## src/rtl/fetch_unit.sv

```systemverilog
// Instruction fetch stage: issues IMEM reads, buffers the returned words in a queue and hands inst/pc pairs to decode.
// Latency: a returned word appears on INST one cycle after its RVALID edge; 1-cycle memory gives one instruction per cycle.
// Backpressure: DECODE_READY=0 holds the head; queued plus outstanding reads are capped at DEPTH, so IMEM_REQ drops instead of overflowing.

module fifo #(
  parameter int WIDTH = 32,
  parameter int DEPTH = 4
) (
  input  logic                   core_clk,
  input  logic                   arst_n,
  input  logic                   flush,
  input  logic                   push_vld,
  input  logic [WIDTH-1:0]       push_dat,
  input  logic                   pop_rdy,
  output logic                   pop_vld,
  output logic [WIDTH-1:0]       pop_dat,
  output logic [$clog2(DEPTH):0] level
);
  localparam int AW = $clog2(DEPTH);

  logic [WIDTH-1:0] mem [DEPTH];
  logic [AW-1:0]    wr_ptr;
  logic [AW-1:0]    rd_ptr;
  logic             do_push;
  logic             do_pop;

  assign pop_vld = (level != '0);
  assign pop_dat = mem[rd_ptr];
  assign do_pop  = pop_rdy & pop_vld;
  assign do_push = push_vld & ((level != (AW+1)'(DEPTH)) | do_pop);

  always_ff @(posedge core_clk or negedge arst_n) begin
    if (!arst_n) begin
      wr_ptr <= '0;
      rd_ptr <= '0;
      level  <= '0;
    end else if (flush) begin
      wr_ptr <= '0;
      rd_ptr <= '0;
      level  <= '0;
    end else begin
      if (do_push) wr_ptr <= wr_ptr + AW'(1);
      if (do_pop)  rd_ptr <= rd_ptr + AW'(1);
      level <= level + (AW+1)'(do_push) - (AW+1)'(do_pop);
    end
  end

  // Storage needs no reset: level gates every read.
  always_ff @(posedge core_clk) begin
    if (do_push && !flush) mem[wr_ptr] <= push_dat;
  end
endmodule

module fetch_unit #(
  parameter int          DEPTH    = 4,
  parameter logic [31:0] RESET_PC = 32'd0,
  parameter logic [31:0] NOP_INST = 32'h00000013
) (
  input  logic        CLK,
  input  logic        RSTN,
  input  logic        FETCH_EN,
  input  logic        REDIRECT,
  input  logic [31:0] REDIRECT_PC,
  output logic        IMEM_REQ,
  output logic [31:0] IMEM_ADDR,
  input  logic        IMEM_READY,
  input  logic        IMEM_RVALID,
  input  logic [31:0] IMEM_RDATA,
  output logic        INST_VALID,
  output logic [31:0] INST,
  output logic [31:0] INST_PC,
  input  logic        DECODE_READY
);
  localparam int CW = $clog2(DEPTH) + 1;
  typedef logic [CW-1:0] cnt_t;
  localparam cnt_t DEPTH_C = cnt_t'(DEPTH);

  typedef enum logic [1:0] {BOOT, RUN, SQUASH} state_t;

  typedef struct packed {
    logic [31:0] inst;
    logic [31:0] pc;
  } q_ent_t;

  state_t      state;
  state_t      state_nxt;
  logic [31:0] fetch_pc;
  cnt_t        outstanding;
  cnt_t        outstanding_nxt;
  cnt_t        drop_cnt;
  cnt_t        drop_nxt;
  cnt_t        q_level;
  logic        req;
  logic        xfer;
  logic        rsp;
  logic        rsp_drop;
  logic        push;
  logic        head_vld;
  logic [31:0] rsp_pc;
  q_ent_t      push_ent;
  q_ent_t      head_ent;

  // Live reads issued since the last redirect are contiguous and end just below fetch_pc.
  assign rsp_pc   = fetch_pc - 32'(outstanding - drop_cnt);
  assign push_ent = '{inst: IMEM_RDATA, pc: rsp_pc};

  always_comb begin
    req             = 1'b0;
    rsp             = 1'b0;
    rsp_drop        = 1'b0;
    push            = 1'b0;
    xfer            = 1'b0;
    outstanding_nxt = outstanding;
    drop_nxt        = drop_cnt;
    state_nxt       = state;

    req  = FETCH_EN && (state != BOOT) &&
           (({1'b0, q_level} + {1'b0, outstanding}) < {1'b0, DEPTH_C});
    xfer = req && IMEM_READY;

    // A response with nothing outstanding is a protocol error and is ignored.
    rsp      = IMEM_RVALID && (outstanding != '0);
    rsp_drop = rsp && (REDIRECT || (drop_cnt != '0));
    push     = rsp && !rsp_drop;

    outstanding_nxt = outstanding + cnt_t'(xfer) - cnt_t'(rsp);

    if (REDIRECT) begin
      drop_nxt = outstanding_nxt;
    end else if (rsp && (drop_cnt != '0)) begin
      drop_nxt = drop_cnt - cnt_t'(1);
    end

    case (state)
      BOOT:    state_nxt = RUN;
      RUN:     state_nxt = RUN;
      SQUASH:  state_nxt = (drop_nxt == '0) ? RUN : SQUASH;
      default: state_nxt = RUN;
    endcase
    if (REDIRECT) state_nxt = (drop_nxt != '0) ? SQUASH : RUN;
  end

  always_ff @(posedge CLK or negedge RSTN) begin
    if (!RSTN) state <= BOOT;
    else       state <= state_nxt;
  end

  always_ff @(posedge CLK or negedge RSTN) begin
    if (!RSTN) begin
      fetch_pc    <= RESET_PC;
      outstanding <= '0;
      drop_cnt    <= '0;
    end else begin
      outstanding <= outstanding_nxt;
      drop_cnt    <= drop_nxt;
      if (REDIRECT)  fetch_pc <= REDIRECT_PC;
      else if (xfer) fetch_pc <= fetch_pc + 32'd1;
    end
  end

  fifo #(
    .WIDTH ($bits(q_ent_t)),
    .DEPTH (DEPTH)
  ) u_queue (
    .core_clk (CLK),
    .arst_n   (RSTN),
    .flush    (REDIRECT),
    .push_vld (push),
    .push_dat (push_ent),
    .pop_rdy  (DECODE_READY),
    .pop_vld  (head_vld),
    .pop_dat  (head_ent),
    .level    (q_level)
  );

  assign IMEM_REQ   = req;
  assign IMEM_ADDR  = fetch_pc;
  assign INST_VALID = head_vld;
  assign INST       = head_vld ? head_ent.inst : NOP_INST;
  assign INST_PC    = head_vld ? head_ent.pc : 32'd0;

  a_bounds: assert property (@(posedge CLK) disable iff (!RSTN)
    (outstanding <= DEPTH_C) && (drop_cnt <= DEPTH_C) &&
    (q_level <= DEPTH_C) && (drop_cnt <= outstanding));
endmodule

```

## config.mk

```make
export PLATFORM = sky130hd
export DESIGN_NAME = fetch_unit
export DESIGN_NICKNAME = d
export VERILOG_FILES = /design/src/rtl/fetch_unit.sv
export SDC_FILE = /design/constraint.sdc
export NUM_CORES = 1
export LEC_CHECK = 0
export BUFFER_PORTS_ARGS = -buffer_cell sky130_fd_sc_hd__buf_2
export CORE_ASPECT_RATIO = 0.9
export CORE_MARGIN = 8
export CORE_UTILIZATION = 45
export DETAILED_ROUTE_END_ITERATION = 7
export SYNTH_ARGS = -nofsm -noshare
export SYNTH_HDL_FRONTEND = slang
export SYNTH_SLANG_ARGS = --single-unit
```

## constraint.sdc

```tcl
create_clock -name CLK -period 4.5 [get_ports CLK]
set_input_delay 0.9 -clock CLK [delete_from_list [all_inputs] [get_ports CLK]]
set_output_delay 0.9 -clock CLK [all_outputs]
set_load 0.05 [all_outputs]
```

==> flow_metrics.env <==
export IMPL_synthesis_area_um2=14100
export IMPL_yosys_area_top_type="edfxtp_1"
export IMPL_setup_violations_final=0
export IMPL_clk_pin_slew_ns=0.06
export IMPL_final_max_slew_violation_count=0
export IMPL_cts_tree="built"
export IMPL_grt_ovfl_total=0
export IMPL_status="finished clean"
export IMPL_syn_avg_cell_area_um2=14.7
export IMPL_synth_nets=1078
export IMPL_synthCells=956
export IMPL_postCtsSetupBuffers=0
export IMPL_period_minus_slack_ns=3.96
export IMPL_dieWidth_um=203
export IMPL_max_freq_mhz=253
export IMPL_cts_buffer_depth=3
export IMPL_ys_flop_type="edfxtp_1"
export IMPL_syn_to_final_growth_pct=16.1
export IMPL_synth_top_area_share_pct=54.6
export IMPL_drc=0
export IMPL_cts_num_sinks=303
export IMPL_synth_edff_count=256
export IMPL_ctsResizeCount=0
export IMPL_synth_warnings=0
export IMPL_cts_max_level=1
export IMPL_worst_slew_pin_transition_ns=1.01
export IMPL_grt_pass1_vias=8650
export IMPL_finalCritPeriodShare_pct=87.9
export IMPL_grtUsageTotal_pct=16.4
export IMPL_vias=8404
export IMPL_fp_coreArea_um2=30800
export IMPL_r2r_setup_slack_ns=0.61
export IMPL_initial_core_util_pct=45.7
export IMPL_synthTopCellsByCount="edfxtp_1 (256), and2_1 (67), nand2_1 (66), mux4_2 (64)"
export IMPL_cts_buffers=31
export IMPL_io_buffers=168
export IMPL_worst_setup_path_end_kind="output pin"
export IMPL_dp_hpwl_um=20600
export IMPL_startpoint_type="flip-flop"
export IMPL_worst_endpoint_required_ns=3.60
export IMPL_ys_top_cells_by_area="edfxtp_1 (55%), mux4_2 (10%), dfrtp_1 (8.3%)"
export IMPL_clock_tree_root_cell="clkbuf_16"
export IMPL_drive_gt1_share_pct=26.4
export IMPL_nFillCells=2629
export IMPL_grt_max_degree=79
export IMPL_antenna_found_initial=0
export IMPL_cp_max_fo=34
export IMPL_rows=61
export IMPL_fin_nets=1246
export IMPL_clkLatencyLatePin_ns=0.57
export IMPL_grt_first_pass_wirelength_um=48800
export IMPL_async_flop_share_pct=15.5
export IMPL_wirelength_um=30900
export IMPL_ys_seq_area_share_pct=62.9
export IMPL_tns_ns=0
export IMPL_synth_most_common_cell="edfxtp_1"
export IMPL_antenna_cells=0
export IMPL_clock_skew_ns=0.0115
export IMPL_die_h_um=184
export IMPL_vias_per_cell=5.40
export IMPL_finalHoldViolCount=0
export IMPL_routabilityCongestion=0.868
export IMPL_drt_iter0_drc=423
export IMPL_io_pins=169
export IMPL_dr_pass1_iters=4
export IMPL_maxCapViolCount=0
export IMPL_synth_cell_type_count=51
export IMPL_holdBufCountCts=0
export IMPL_relSlewSlack_pct=32.5
export IMPL_wl_per_cell_um=19.9
export IMPL_ant_nets=0
export IMPL_arrival_ns=3.06
export IMPL_rsz0062_at_grt="no"
export IMPL_crit_type="reg2out"
export IMPL_hold_class="in2async"
export IMPL_die_area_um2=37200
export IMPL_synth_seq_cells=303
## layout make-up
type                    instances  area (µm²)  share of cell area (%)
clock buffers                  37         798                    4.88
clock inverters                20         173                    1.06
inverters                      34         128                   0.781
multi-input cells             578        4950                    30.2
flip-flops and latches        303        8870                    54.2
well taps                     409         512                    3.13
repair buffers                176         926                    5.66
## state kept, by name, indices dropped and copies added (netlist names)
| register | flops |
|---|---|
| u_queue.mem | 256 |
| IMEM_ADDR | 32 |
| drop_cnt | 3 |
| outstanding | 3 |
| u_queue.level | 3 |
| state | 2 |
| u_queue.rd_ptr | 2 |
| u_queue.wr_ptr | 2 |
## worst paths after layout
| check | cells past startpoint | startpoint | to |
|---|---|---|---|
| max in group asynchronous | 2 | RSTN | u_queue.rd_ptr[0] |
| hold reg to reg | 2 | state[0] | state[0] |
| min in group CLK | 3 | REDIRECT_PC[1] | IMEM_ADDR[1] |
| setup / recovery | 5 | u_queue.level[1] | INST_PC[13] |
| hold / removal | 2 | RSTN | IMEM_ADDR[4] |
| setup reg to reg | 11 | outstanding[1] | u_queue.mem[0][27] |
## metrics by stage
step	instances	instance area [µm²]	setup slack, ns	utilization (%)	hold WS, ns
finish	1557	16400	0.544	53.0	0.442
global route	1557	16400	0.251	53.0	0.495
CTS	1557	16400	0.506	53.0	0.454
detailed placement	1500	15400	0.664	49.9	0.582
global placement	1500	15400	0.740	49.9	0.551
floorplan	956	14100	0.673	-	0.524
## cells by family after synthesis
family          count (synthesis)  share of synthesized area [%]
simple gates                  263                           9.94
xor+xnor                       66                           4.10
mux                            69                           10.6
buf+inv                        75                           2.05
flops                         303                           62.9
compound gates                129                           5.67
fa+ha+maj                      51                           4.74
## critical path, stage by stage, from the launching register on
cell and delay (ns):
dfrtp_1 0.45, nor3_1 0.73, inv_2 0.49, buf_4 0.36, and2_1 0.21, buf_2 0.22
## placed cells by master, fill, tap and decap left out, drive strengths merged, types with 6 or more instances in the layout
cell type	Yosys	routed
a211oi	7	7
a21o	13	13
a21oi	28	28
a31oi	7	7
and2	67	67
and3	9	9
buf	12	176
clkbuf	29	37
clkinv	0	12
dfrtp	47	47
edfxtp	256	256
ha	47	47
inv	34	36
mux4	64	64
nand2	66	66
nand3	23	23
nand4	16	16
nor2	38	38
nor3	17	17
nor4	6	6
o21ai	44	44
xnor2	31	31
xor2	35	35
## per-layer routing
| layer | track usage, % | vias to the layer above | routed length, µm |
|---|---|---|---|
| met5 | 0 | - | 0 |
| met4 | 2.93 | 0 | 442 |
| met3 | 3.38 | 33 | 1850 |
| met2 | 25.1 | 243 | 13300 |
| met1 | 24.2 | 4151 | 15300 |
| li1 | - | 3977 | - |
Power is left out: the tool's default activity adds up to more than one toggle a clock period on the data nets, which glitch-free logic cannot reach.
